--- src/rtl/pipe_skid_stage.sv ---
// pipe_skid_stage: two-entry pipeline register with skid buffer and flush.
//   clk, reset     : single clock, synchronous active-high reset
//   flush          : squash all held entries, same-cycle input dropped
//   in_valid/in_data/in_ready    : upstream handshake (in_ready is registered)
//   out_valid/out_data/out_ready : downstream handshake (driven from registers)
//   occupancy      : entries held (0..2)
//   squash_cnt     : saturating count of valid entries discarded by flush
module pipe_skid_stage #(
  parameter int unsigned       DATA_W     = 32,
  parameter logic [DATA_W-1:0] BUBBLE_VAL = '0,
  parameter int unsigned       CNT_W      = 16
) (
  input  logic              clk,
  input  logic              reset,
  input  logic              flush,
  input  logic              in_valid,
  input  logic [DATA_W-1:0] in_data,
  output logic              in_ready,
  output logic              out_valid,
  output logic [DATA_W-1:0] out_data,
  input  logic              out_ready,
  output logic [1:0]        occupancy,
  output logic [CNT_W-1:0]  squash_cnt
);

  logic              main_valid;
  logic              skid_valid;
  logic [DATA_W-1:0] main_data;
  logic [DATA_W-1:0] skid_data;
  logic [CNT_W-1:0]  cnt;

  logic              accept;
  logic              pop;
  logic [1:0]        squash_inc;
  logic [CNT_W:0]    cnt_sum;
  logic [CNT_W-1:0]  cnt_next;

  assign in_ready   = ~skid_valid;
  assign out_valid  = main_valid;
  assign out_data   = main_data;
  assign occupancy  = {1'b0, main_valid} + {1'b0, skid_valid};
  assign squash_cnt = cnt;

  assign accept = in_valid & in_ready;
  assign pop    = main_valid & out_ready;

  // A head entry popped in the flush cycle reached downstream, so only
  // the un-popped entries count as squashed.
  always_comb begin
    squash_inc = {1'b0, main_valid & ~out_ready} + {1'b0, skid_valid};
    cnt_sum    = {1'b0, cnt} + (CNT_W+1)'(squash_inc);
    cnt_next   = cnt_sum[CNT_W] ? '1 : cnt_sum[CNT_W-1:0];
  end

  always_ff @(posedge clk) begin
    if (reset) begin
      main_valid <= 1'b0;
      skid_valid <= 1'b0;
      main_data  <= BUBBLE_VAL;
      skid_data  <= BUBBLE_VAL;
      cnt        <= '0;
    end else if (flush) begin
      main_valid <= 1'b0;
      skid_valid <= 1'b0;
      main_data  <= BUBBLE_VAL;
      skid_data  <= BUBBLE_VAL;
      cnt        <= cnt_next;
    end else if (!main_valid || pop) begin
      if (skid_valid) begin
        main_valid <= 1'b1;
        main_data  <= skid_data;
        skid_valid <= accept;
        if (accept) begin
          skid_data <= in_data;
        end
      end else if (accept) begin
        main_valid <= 1'b1;
        main_data  <= in_data;
      end else begin
        main_valid <= 1'b0;
      end
    end else if (accept) begin
      skid_valid <= 1'b1;
      skid_data  <= in_data;
    end
  end

endmodule

--- config.mk ---
export PLATFORM = sky130hd
export DESIGN_NAME = pipe_skid_stage
export DESIGN_NICKNAME = d
export VERILOG_FILES = /design/src/rtl/pipe_skid_stage.sv
export SDC_FILE = /design/constraint.sdc
export NUM_CORES = 1
export LEC_CHECK = 0
export CAP_MARGIN = 20
export CORE_MARGIN = 2
export CORE_UTILIZATION = 35
export CTS_CLUSTER_SIZE = 28
export DETAILED_ROUTE_END_ITERATION = 10
export GPL_TIMING_DRIVEN = 0
export PLACE_DENSITY_LB_ADDON = 0.2
export SYNTH_ARGS = -nofsm -noshare
export SYNTH_HDL_FRONTEND = slang
export SYNTH_SLANG_ARGS = --single-unit
--- constraint.sdc ---
create_clock -name clk -period 3 [get_ports clk]
set_input_delay 0.45 -clock clk [delete_from_list [all_inputs] [get_ports clk]]
set_output_delay 0.45 -clock clk [all_outputs]
set_load 0.02 [all_outputs]
# ---- Yosys cells after proc, flatten, opt, wreduce, memory -nomap -nowiden
# Index checks and enable logic that the tools add are counted.
dict set report classes {
  addsub 3
  eq_ne 1
  mux 11
  n_bitwise 5
  n_reduce_logical 6
}
# cell n
set op_table {}
lappend op_table {{$mux W32} 5}
lappend op_table {{$add A16 B2 Y17} 1}
lappend op_table {{$mux W16} 1}
lappend op_table {{$mux W1} 5}
lappend op_table {{$add A1 B1 Y2} 2}
lappend op_table {{$reduce_bool A2 Y1} 2}
lappend op_table {{$and A1 B1 Y1} 3}
lappend op_table {{$ne A2 B2 Y1 const B} 1}
lappend op_table {{$not A1 Y1} 2}
lappend op_table {{$reduce_and A2 Y1} 1}
lappend op_table {{$reduce_or A2 Y1} 1}
lappend op_table {{$logic_not A1 Y1} 1}
lappend op_table {{$logic_or A1 B1 Y1} 1}
dict set report totals {
  reg_bits 82
  in_bits 37
  out_inout_bits 52
  elab_cells 31
}

# ---- Depth between registers and ports, before layout
# Gate-level depths: netlist of run 1.
dict set report depth {
  ltp_word 5
  depth_mapped 10
}

# ---- Worst setup path after synthesis of run 1
# Ideal clock, no wire load.
dict set report synth_timing {
  path_kind {reg-to-reg}
  startpoint {register skid_valid}
  endpoint {register cnt[11], in the netlist squash_cnt[11]}
  arrival_ns 2.483
  t_required_ns 2.930
  path_slack_ns 0.446
  path_stages_with_launch 11
  n_path_buf 2
  period_less_slack_ns 2.554
  path_cell_list {dfxtp_1 -> clkbuf_1 -> inv_1 -> fa_1 -> inv_1 -> ha_1 -> nand3_1 -> or4_4 -> or2_4 -> buf_6 -> a21oi_1}
}
dict set report synth_between {
  elab_chain_cells 3
}
# item line_no
set synth_rtl {}
lappend synth_rtl {{start, declared} 27} ;# logic skid_valid;
lappend synth_rtl {{start signal, assigned} 72} ;# skid_valid <= accept;
lappend synth_rtl {{$add A1 B1 Y2} 50} ;# squash_inc = {1'b0, main_valid & ~out_ready} + {1'b0, skid_valid};
lappend synth_rtl {{$add A16 B2 Y17} 51} ;# cnt_sum = {1'b0, cnt} + (CNT_W+1)'(squash_inc);
lappend synth_rtl {{$mux W16} 52} ;# cnt_next = cnt_sum[CNT_W] ? '1 : cnt_sum[CNT_W-1:0];
lappend synth_rtl {{end signal, assigned} 67} ;# cnt <= cnt_next;
lappend synth_rtl {{end, declared} 30} ;# logic [CNT_W-1:0] cnt;
# No other way between the ends.
# A chain may end at the register's enable or synchronous reset.

# ---- Worst setup path in the final report of run 1
dict set report layout_timing {
  startpoint {input port out_ready}
  endpoint {register cnt[6], in the netlist squash_cnt[6]}
}
dict set report layout_between {
  elab_chain_cells 5
}
# item line_no
set layout_rtl {}
lappend layout_rtl {{start, declared} 21} ;# input logic out_ready,
lappend layout_rtl {{$not A1 Y1} 50}
lappend layout_rtl {{$and A1 B1 Y1} 50}
lappend layout_rtl {{$add A1 B1 Y2} 50}
lappend layout_rtl {{$add A16 B2 Y17} 51}
lappend layout_rtl {{$mux W16} 52}
# No other way between the ends.

==> results of run 1 <==
[where the power goes]
part	leakage [nW]	switching, mW	internal (mW)	total, mW
Sequential	0.665	0.0129	1.11	1.12
Clock	0.105	0.387	0.426	0.813
Combinational	0.726	0.123	0.109	0.232
[metal layers]
layer | part of all wire | track usage | up-vias
met2 | 0.48 | 0.274 | 86
met3 | 0.052 | 0.0369 | 2
met4 | 0.0044 | 0.0554 | 0
met1 | 0.47 | 0.228 | 1395
li1 | - | - | 1512
met5 | 0 | 0 | -
[cells by family after synthesis]
group,share of synthesized area
multiplexers,0.104
flip-flops,0.489
AO/OA/AOI/OAI,0.148
AND/OR/NAND/NOR,0.177
adder cells (fa/ha/maj),0.0134
buffers and inverters,0.0440
XOR/XNOR,0.0235
[synth_stat cells]
master,count
xnor2_1,8
a21o_1,1
nor2_1,42
fa_1,1
a21oi_1,46
buf_6,1
a211oi_1,32
nand2_1,70
nor3_1,3
buf_2,4
ha_1,2
a311oi_1,1
nor4_1,5
o21ai_0,2
xor2_1,1
nor2b_1,1
dfxtp_1,82
or3_2,1
buf_1,3
or2_4,1
nand4_1,3
nand4_4,1
or4_4,1
nand4b_1,1
nand3_1,5
mux2i_1,35
clkbuf_1,20
and4_1,1
inv_1,8
or2_2,1
and3_1,1
[final cells by class]
cell class | instances | area (um^2)
buffer | 28 | 119
clock buffer | 11 | 151
clock inverter | 5 | 52.6
fill | 926 | 4700
inverter | 8 | 30.0
multi-input combinational | 266 | 1570
sequential | 82 | 1640
tap | 129 | 161
timing repair buffer | 86 | 861
[through the flow]
| step | TNS [ns] | power (mW) | hold slack (ns) | worst slack [ns] |
|---|---|---|---|---|
| floorplan | 0 | 1.26 | 0.436 | 0.446 |
| global placement | -2.15 | 1.38 | 0.441 | -0.209 |
| CTS | 0 | 2.20 | 0.428 | 0.106 |
| global route | 0 | 2.26 | 0.456 | 0.0499 |
| finish | 0 | 2.17 | 0.442 | 0.210 |
| detailed placement | -2.32 | 1.38 | 0.446 | -0.223 |
[flip-flops by register name, indices dropped and copies added, names as in the netlist]
register    count
out_data       32
out_valid       1
skid_data      32
skid_valid      1
squash_cnt     16
[worst max-delay path, stage by stage]
cell             delay (ns)
clkdlybuf4s50_1        0.43
nor2b_1                0.23
inv_1                  0.12
fa_1                   0.41
inv_1                  0.08
ha_1                   0.17
nand3_2                0.16
or4_4                  0.46
or2_4                  0.28
buf_6                  0.15
a21oi_1                0.12
[placed cells by master (no fill, tap or decap), types with 2 or more instances in the layout]
cell type and instances:
clkdlybuf4s50_1 86, dfxtp_1 82, nand2_1 70, a21oi_1 46
nor2_1 42, mux2i_1 35, a211oi_1 32, clkbuf_1 19
clkbuf_8 11, inv_1 8, xnor2_1 8, nor4_1 5
buf_2 4, nand3_1 4, nand4_1 3, buf_1 3
nor3_1 3, clkinv_2 3, o21ai_0 2, ha_1 2
[what timing repair did]
item / in CTS / in global routing
hold buffers: 0 / 0
endpoints found under the hold margin: 0 / 0
resized for setup: 0 / 3
setup endpoints to repair: 0 / 10
[final timing paths]
kind / from / to / slack (ns) / depth (start not counted)
max: out_ready / squash_cnt[6]$_SDFFE_PP0P_ / 0.21 / 11
min: reset / squash_cnt[1]$_SDFFE_PP0P_ / 0.44 / 2
max reg2reg: out_valid$_SDFFE_PP0N_ / squash_cnt[6]$_SDFFE_PP0P_ / 0.36 / 10
min reg2reg: skid_data[17]$_SDFFE_PP0P_ / skid_data[17]$_SDFFE_PP0P_ / 0.46 / 2
==> impl_metrics.env, run 1 <==
export IMPL_cts_root_to_sink_buffers=2
export IMPL_place_detailed_instances=599
export IMPL_maximum_capacitance_violations=0
export IMPL_setup_viol=0
export IMPL_fp_coreArea_um2=9280
export IMPL_setup_worst_path_class="in -> reg"
export IMPL_synth_area_per_cell_um2=8.74
export IMPL_grt_setup_unrepaired="no"
export IMPL_irDropWorstVdd_uv=234
export IMPL_ant_nets=0
export IMPL_wl_mm=8.62
export IMPL_post_synth_top_area_cell="dfxtp_1"
export IMPL_htree_levels=3
export IMPL_area_growth_pct=36.7
export IMPL_yosysWarnings=0
export IMPL_final_max_slew_viol_count=0
export IMPL_rows=35
export IMPL_layout_core_utilization=0.494
export IMPL_number_of_antenna_violations_at_the_first_check_in_global_routing=0
export IMPL_fmaxAchievable_mhz=358
export IMPL_synthDistinctLibCells=31
export IMPL_cts_post_setup_buffers_inserted=0
export IMPL_fp_dieArea_um2=10400
export IMPL_min_path_type="in -> reg"
export IMPL_timing_critical_path_to_type="flop"
export IMPL_mappedNetlistNets=424
export IMPL_timing_worst_slew_pin_value_ns=0.765
export IMPL_global_route_wire_length_before_repair_mm=13.9
export IMPL_synth_top_cell_area_share=0.489
export IMPL_global_route_usage_total=0.170
export IMPL_worst_slew_margin=0.490
export IMPL_drcViolationCount=0
export IMPL_synth_area_um2=3360
export IMPL_first_global_vias=2843
export IMPL_netlist_top_cells_area="dfxtp_1 49%, mux2i_1 10%, nand2_1 7.8%"
export IMPL_skew_ns=0.00582
export IMPL_synth_yosys_seq_area_share=0.489
export IMPL_num_vias=2995
export IMPL_ys_ff_latch=82
export IMPL_required_ns=3.28
export IMPL_drt_pre_antenna_iters=5
export IMPL_tritoncts="done"
export IMPL_status="completed"
export IMPL_number_of_input_and_output_port_buffers_inserted=86
export IMPL_detailed_place_area_um2=4380
export IMPL_post_route_min_period_ns=2.79
export IMPL_clkLatencyLatePin_ns=0.34
export IMPL_final_cycle_share=0.930
export IMPL_antenna_cells_inserted=0
export IMPL_cts_made_buffers=9
export IMPL_drt_iter0_markers=83
export IMPL_detailed_place_hpwl_mm=6.19
export IMPL_cts_reportedPaths_clkPinSlew_ns=0.08
export IMPL_via_per_inst=4.87
export IMPL_pin_count_of_the_biggest_net_entering_global_routing=14
export IMPL_stdcell_area_um2=4590
export IMPL_finalNonFillerCells=615
export IMPL_die_height_um=102
export IMPL_path_max_fanout=10
export IMPL_power_density_nw_per_um2=473
export IMPL_post_route_cells_drive_above_1_share=0.0576
export IMPL_leakagePower_nw=1.50
export IMPL_finalHoldViolCount=0
export IMPL_num_ports=89
export IMPL_post_synth_inst_count=384
export IMPL_worst_setup_path_start_kind="input pin"
export IMPL_die_width_um=102
export IMPL_arrival_ns=3.07
export IMPL_drt_wirelength_per_cell_um=14.0
export IMPL_cts_root_buf="clkbuf_8"
export IMPL_start_util=0.361
export IMPL_final_net_count=521
export IMPL_gr_ovfl_total=0
export IMPL_cts_num_sinks=82
export IMPL_routabilityCongestion=0.848
(Power assumes the default switching activity.)
==> inputs of run 2 (changes only) <==
--- a/config.mk
+++ b/config.mk
@@ -8,7 +8,7 @@
 export CAP_MARGIN = 20
 export CORE_MARGIN = 2
 export CORE_UTILIZATION = 35
-export CTS_CLUSTER_SIZE = 28
+export CTS_CLUSTER_SIZE = 16
 export DETAILED_ROUTE_END_ITERATION = 10
 export GPL_TIMING_DRIVEN = 0
 export PLACE_DENSITY_LB_ADDON = 0.2
==> results of run 2 <==
Same layout as run 1: the final DEF is identical, and so are final timing and power.
